--- src/rtl/iic_gpo_ctrl.sv ---
// AXI4-Lite master that programs one GPO bit in the IIC core and reads it back.
// The FSM runs write (AW+W), write response, read address and read data phases, each under a timeout.
module iic_gpo_ctrl #(
  parameter logic [8:0] GPO_ADDR = 9'h124,
  parameter int         TIMEOUT  = 255
) (
  input  logic        s_axi_aclk,
  input  logic        s_axi_aresetn,
  input  logic        start,
  input  logic        gpo_val,
  output logic        busy,
  output logic        done,
  output logic [1:0]  err_code,
  output logic [8:0]  m_axi_awaddr,
  output logic        m_axi_awvalid,
  input  logic        m_axi_awready,
  output logic [31:0] m_axi_wdata,
  output logic [3:0]  m_axi_wstrb,
  output logic        m_axi_wvalid,
  input  logic        m_axi_wready,
  input  logic [1:0]  m_axi_bresp,
  input  logic        m_axi_bvalid,
  output logic        m_axi_bready,
  output logic [8:0]  m_axi_araddr,
  output logic        m_axi_arvalid,
  input  logic        m_axi_arready,
  input  logic [31:0] m_axi_rdata,
  input  logic [1:0]  m_axi_rresp,
  input  logic        m_axi_rvalid,
  output logic        m_axi_rready
);

  typedef enum logic [2:0] {IDLE, WADDR, WRESP, RADDR, RDATA, FIN} state_t;

  localparam logic [9:0] TO_LIM = 10'(TIMEOUT);

  state_t      state, state_nxt;
  logic        aw_done, aw_done_nxt;
  logic        w_done, w_done_nxt;
  logic        gpo_lat, gpo_nxt;
  logic        armed;
  logic [1:0]  err_q, err_nxt;
  logic [9:0]  cnt, cnt_nxt;
  logic        aw_hs, w_hs, b_hs, ar_hs, r_hs, timeout;
  logic        unused_rdata;

  assign unused_rdata = ^m_axi_rdata[31:1];

  // Valids/readies decode straight from registered state, so they never depend on ready.
  assign m_axi_awvalid = (state == WADDR) && !aw_done;
  assign m_axi_wvalid  = (state == WADDR) && !w_done;
  assign m_axi_bready  = (state == WRESP);
  assign m_axi_arvalid = (state == RADDR);
  assign m_axi_rready  = (state == RDATA);
  assign m_axi_awaddr  = GPO_ADDR;
  assign m_axi_araddr  = GPO_ADDR;
  assign m_axi_wdata   = {31'b0, gpo_lat};
  assign m_axi_wstrb   = 4'b0001;
  assign busy          = (state != IDLE);
  assign done          = (state == FIN);
  assign err_code      = err_q;

  assign aw_hs   = m_axi_awvalid && m_axi_awready;
  assign w_hs    = m_axi_wvalid  && m_axi_wready;
  assign b_hs    = m_axi_bready  && m_axi_bvalid;
  assign ar_hs   = m_axi_arvalid && m_axi_arready;
  assign r_hs    = m_axi_rready  && m_axi_rvalid;
  assign timeout = (cnt == TO_LIM);

  // Handshakes are tested before timeout so a late handshake still completes the phase.
  always_comb begin
    state_nxt   = state;
    aw_done_nxt = aw_done;
    w_done_nxt  = w_done;
    gpo_nxt     = gpo_lat;
    err_nxt     = err_q;
    cnt_nxt     = cnt + 10'd1;
    case (state)
      IDLE: begin
        cnt_nxt     = '0;
        aw_done_nxt = 1'b0;
        w_done_nxt  = 1'b0;
        if (start && armed) begin
          state_nxt = WADDR;
          gpo_nxt   = gpo_val;
          err_nxt   = 2'b00;
        end
      end
      WADDR: begin
        aw_done_nxt = aw_done || aw_hs;
        w_done_nxt  = w_done  || w_hs;
        if (aw_done_nxt && w_done_nxt) begin
          state_nxt = WRESP;
          cnt_nxt   = '0;
        end else if (timeout) begin
          state_nxt = FIN;
          err_nxt   = 2'b11;
        end
      end
      WRESP: begin
        if (b_hs) begin
          cnt_nxt = '0;
          if (m_axi_bresp == 2'b00) begin
            state_nxt = RADDR;
          end else begin
            state_nxt = FIN;
            err_nxt   = 2'b01;
          end
        end else if (timeout) begin
          state_nxt = FIN;
          err_nxt   = 2'b11;
        end
      end
      RADDR: begin
        if (ar_hs) begin
          state_nxt = RDATA;
          cnt_nxt   = '0;
        end else if (timeout) begin
          state_nxt = FIN;
          err_nxt   = 2'b11;
        end
      end
      RDATA: begin
        if (r_hs) begin
          state_nxt = FIN;
          if (m_axi_rresp != 2'b00 || m_axi_rdata[0] != gpo_lat) err_nxt = 2'b10;
        end else if (timeout) begin
          state_nxt = FIN;
          err_nxt   = 2'b11;
        end
      end
      FIN:     state_nxt = IDLE;
      default: state_nxt = IDLE;
    endcase
  end

  // armed blocks start on the first edge after reset release.
  always_ff @(posedge s_axi_aclk) begin
    gpo_lat <= gpo_nxt;
    if (!s_axi_aresetn) begin
      state   <= IDLE;
      aw_done <= 1'b0;
      w_done  <= 1'b0;
      err_q   <= 2'b00;
      cnt     <= '0;
      armed   <= 1'b0;
    end else begin
      state   <= state_nxt;
      aw_done <= aw_done_nxt;
      w_done  <= w_done_nxt;
      err_q   <= err_nxt;
      cnt     <= cnt_nxt;
      armed   <= 1'b1;
    end
  end

endmodule

--- config.mk ---
export PLATFORM = sky130hd
export DESIGN_NAME = iic_gpo_ctrl
export DESIGN_NICKNAME = d
export VERILOG_FILES = /design/src/rtl/iic_gpo_ctrl.sv
export SDC_FILE = /design/constraint.sdc
export NUM_CORES = 1
export LEC_CHECK = 0
export ABC_AREA = 1
export CORE_ASPECT_RATIO = 1.75
export CORE_MARGIN = 10
export CORE_UTILIZATION = 38
export CTS_CLUSTER_DIAMETER = 100
export DETAILED_ROUTE_END_ITERATION = 16
export PLACE_DENSITY = 0.87
export SYNTH_ARGS = -nofsm -noshare
export SYNTH_HDL_FRONTEND = slang
export SYNTH_SLANG_ARGS = --single-unit
--- constraint.sdc ---
create_clock -name s_axi_aclk -period 2.9 [get_ports s_axi_aclk]
set_input_delay 0.29 -clock s_axi_aclk [delete_from_list [all_inputs] [get_ports s_axi_aclk]]
set_output_delay 0.29 -clock s_axi_aclk [all_outputs]
set_load 0.01 [all_outputs]
Word-level counts from Yosys, hierarchy flattened

Cells that the tools add are included.

Equal/unequal tests: 12
Reduce and logical (&&, ||, !) cells: 22
Add/sub/neg operators: 1
Multiplexer cells: 24

Operator list:

| operator                                              | number |
|---|---|
| one-hot mux 10 bit (4 select lines)                   | 1 |
| two-way mux 10 bit                                    | 3 |
| two-way mux 3 bit                                     | 7 |
| two-way mux 2 bit                                     | 8 |
| one-hot mux 3 bit (5 select lines)                    | 1 |
| adder 10 x 1 -> 10 bit, second input constant         | 1 |
| equality test 10 x 8 -> 1 bit, second input constant  | 1 |
| one-hot mux 2 bit (5 select lines)                    | 1 |
| logical AND 1 bit                                     | 9 |
| equality test 3 x 2 -> 1 bit, second input constant   | 2 |
| equality test 3 bit, second input constant            | 2 |
| inequality test 2 bit, second input constant          | 3 |
| AND reduction 6 bit                                   | 1 |
| nonzero test 5 bit                                    | 1 |
| one-hot mux 1 bit (2 select lines)                    | 2 |
| nonzero test 2 bit                                    | 2 |
| equality test 3 x 1 -> 1 bit, second input constant   | 1 |
| zero test 3 bit                                       | 1 |
| logical OR 1 bit                                      | 3 |
| inequality test 3 x 2 -> 1 bit, second input constant | 1 |
| inequality test 3 bit, second input constant          | 1 |
| nonzero test 3 bit                                    | 1 |
| zero test 1 bit                                       | 2 |
| zero test 2 bit                                       | 1 |
| 3 further kinds                                       | 3 |

Bits of input ports: 45
Output and inout bits: 63
Bits in registers: 19

Depth between registers and ports, before layout

Word-level depth: 7
Gate-level depth with buffers: 10
Mapped depth without buffers: 9

Worst setup path after synthesis

OpenSTA, ideal clock, no wires.

Kind: reg2reg
From: register cnt[0]
To: register state[2]
Data required time: 2,830 ps
Setup slack: 1,551 ps
Path buffers: 0
Period minus slack after synthesis: 1,349 ps
Stages on the path, launching flop included: 10
Arrival: 1,279 ps
Path through: dfxtp_1 -> ha_1 -> nand2_1 -> nor2_2 -> nand3_1 -> nand2_1 -> nand3_1 -> nand2_1 -> inv_1 -> a21oi_1

Longest elaborated chain between the ends: 4
Elaborated cells on any way between the ends: 7
Those cells by class: 1 x eq/ne; 6 x mux

RTL lines:

| item                                 | line | text |
|---|---|---|
| from (decl)                          | 43   | `logic [9:0] cnt, cnt_nxt;` |
| from (signal assigned)               | 152  | `cnt <= cnt_nxt;` |
| equality test 10 x 8 -> 1 bit *      | 68   | `assign timeout = (cnt == TO_LIM);` |
| two-way mux 3 bit *                  | --   |  |
| two-way mux 3 bit (on tied branches) | --   |  |
| one-hot mux 3 bit (5 select lines) * | --   |  |
| to (signal assigned)                 | 148  | `state <= state_nxt;` |
| to (decl)                            | 37   | `state_t state, state_nxt;` |

Every way passes the cells marked *; elsewhere a longest branch is shown, timed or not.
A chain may end at the register's enable or synchronous reset.

Worst setup path after layout

From: register state[1]
To: output m_axi_bready

Longest elaborated chain between the ends: 1

RTL lines:

| item                         | line | text |
|---|---|---|
| equality test 3 x 2 -> 1 bit | 52   | `assign m_axi_bready = (state == WRESP);` |
| to (decl)                    | 23   | `output logic m_axi_bready,` |

Every way passes these cells.

==> run metrics <==
element type at the critical path end=output pin; Port Buffers=23; syn avg cell area=7.19 um2; clock skew=approximately 0.0023 ns; register area share after synthesis=approximately a quarter; placed instance area=approximately 1600 um2; Req. time, crit path=between 2 and 3 ns; die width=67.9 um; Worst Setup Start Kind=flop; TritonCTS Buffers=3; Vias/cell=roughly 4.4; Crit Path Max Fanout=8; Overall Power=between 0.5 and 0.6 mW; crit-path cells=nand3_1, inv_1, clkdlybuf4s50_1; worst hold path type=flop to flop; largest net degree at the start of global routing=11; Via Count=between 1000 and 1500; 1st-pass router iterations=4; antenna violations before repair=0; final hold vios=0; Max Cap Viol=0; io pins=108; count leader, synth=buf_4; kind of critical path=flop to output pin; Yosys warnings=0; CTS HTree Levels=1; Max clock buf depth=2; Total GRT Usage=a little under a tenth; number of synthesized flops with an enable pin=1; CTS Hold Buffers Added=0; slowest stage delay, CP=approximately 0.6 ns; CTS root buf=clkbuf_8; Post-Layout Inst Area=around 1600 um2; drt wl/cell=roughly 12 um; layout cells sized above 1=approximately 14%; clk slew on worst S/H paths=about 0.070 ns; buffer count from post-CTS setup fixing=0; Worst path slowest cell=dfxtp_1; Setup WS pre-CTS=~1.2 ns; setup ws final=0.876 ns; run status=finished clean; Yosys top cell area share=between 20 and 30%; Final Max Tran Viols=0; Nets=around 280; die height=slightly above 100 um; grt total ovfl=0; Die ar.=between 7000 and 8000 um2; final setup fails=0; Area Growth Syn to Fin=7.46%; WL final=around 3400 um; ys flop type=dfxtp_1; Layout fillers=just over 400; RSZ-0062 raised after global routing=no; Post-CTS Resized=0; post-route insts no fill=around 280; arrival time at the worst endpoint=approximately 1.7 ns; Worst VDD drop=between 0.2 and 0.3 mV; TNS Setup=0 ns; f_max=around 490 MHz; Post-DP HPWL=~2900 um; Yosys cell types=25; first-pass GRT wire length=5420 um; post-route ant nets=0; vias in the first global route=about 1300; Synth area leaders=buf_4 (27%), dfxtp_1 (24%), nand2_1 (7.4%); synthesized flop and latch total=19; n_diodes=0; Pwr Density=between 300 and 400 nW/um2; top cells by count, synth=buf_4 (55), nand2_1 (30), inv_1 (24), dfxtp_1 (18); Inst Count DP=about 280; TritonCTS clock tree=built; cells after synthesis=between 200 and 250; hold_ws=0.458 ns; Starting Density=roughly two fifths; min Tclk post-route=just over 2 ns; worst-skew pair later-pin latency=between 0.2 and 0.3 ns; ys async rst share=0%; synthesized area=1530 um2; Tcrit/Tclk final=roughly 70%; Core Rows=30; CTS Sinks=19; dominant cell type by area after synthesis=buf_4; Leak Pwr=between 0.7 and 0.8 nW; First DRT Iteration DRCs=23; Final GP Congestion=~0.9; drt drc=0; Core Area=between 3000 and 4000 um2; Finished Core Util=between 40% and 50%
==> worst paths after layout <==
kind,depth (start not counted),slack (ns),end,startpoint
worst min register to register,1,0.46,cnt[0]$_SDFF_PN0_,cnt[0]$_SDFF_PN0_
worst max register to register,9,1.25,state[2]$_SDFFE_PN0P_,cnt[0]$_SDFF_PN0_
worst min-delay path,1,0.46,cnt[0]$_SDFF_PN0_,cnt[0]$_SDFF_PN0_
worst max-delay path,3,0.88,m_axi_bready,state[1]$_SDFFE_PN0P_
==> registers in the layout (all words and copies together), names as in the netlist <==
| signal | flops |
|---|---|
| gpo_lat | 1 |
| cnt | 10 |
| state | 3 |
| w_done | 1 |
| err_code | 2 |
| aw_done | 1 |
| armed | 1 |
==> kinds of logic after synthesis <==
kind of cell | count (synthesis) | synth area share, %
AO/OA/AOI/OAI | 10 | 3.77
buffers and inverters | 82 | 33.7
adder cells (fa/ha/maj) | 1 | 0.820
XOR/XNOR | 4 | 2.30
flip-flops | 19 | 25.6
other | 2 | 0.492
AND/OR/NAND/NOR | 94 | 33.3
==> power breakdown <==
| part | switching [mW] | internal, mW | total (mW) | leakage, nW |
|---|---|---|---|---|
| logic | 0.0672 | 0.0329 | 0.100 | 0.600 |
| clock network | 0.0854 | 0.0975 | 0.183 | 0.0228 |
| registers | 0.00396 | 0.266 | 0.270 | 0.155 |
| total | 0.157 | 0.397 | 0.553 | 0.777 |
==> worst max-delay path: cells and delay by family (launching register included) <==
family        cells  cell delay [ns]
flops             1             0.59
buf+inv           2             0.68
simple gates      1             0.21
==> per-layer routing <==
metal  vias to the layer above  global-route usage [%]  wire length [um]
met5                         -                       0                 0
met4                         0                    4.77                78
met3                         8                    2.48               461
met2                        70                    16.4              1620
met1                       553                    9.52              1210
li1                        605                       -                 -
==> cell usage in the layout, fill, tap and decap left out, types with 2 or more instances in the layout <==
cell type,n
a21oi_1,6
nor2_1,13
inv_1,24
xor2_1,3
conb_1,53
nand2_1,30
nand2_2,2
clkbuf_8,3
nor2_4,4
nor3_2,5
nor3_1,3
dfxtp_1,18
clkdlybuf4s50_1,23
nand3_1,13
o21ai_0,2
nor2_2,12
nand4_1,7
inv_2,3
and3_1,3
==> cell type report <==
type | instances | area, um2 | share of cell area, %
Sequential cell | 19 | 390 | 23.8
Timing Repair Buffer | 23 | 230 | 14.0
Multi-Input combinational cell | 162 | 812 | 49.5
Tap cell | 48 | 60.1 | 3.66
Clock buffer | 4 | 45.0 | 2.75
Inverter | 27 | 101 | 6.18
Note: power is estimated with default switching activity, not from simulation.
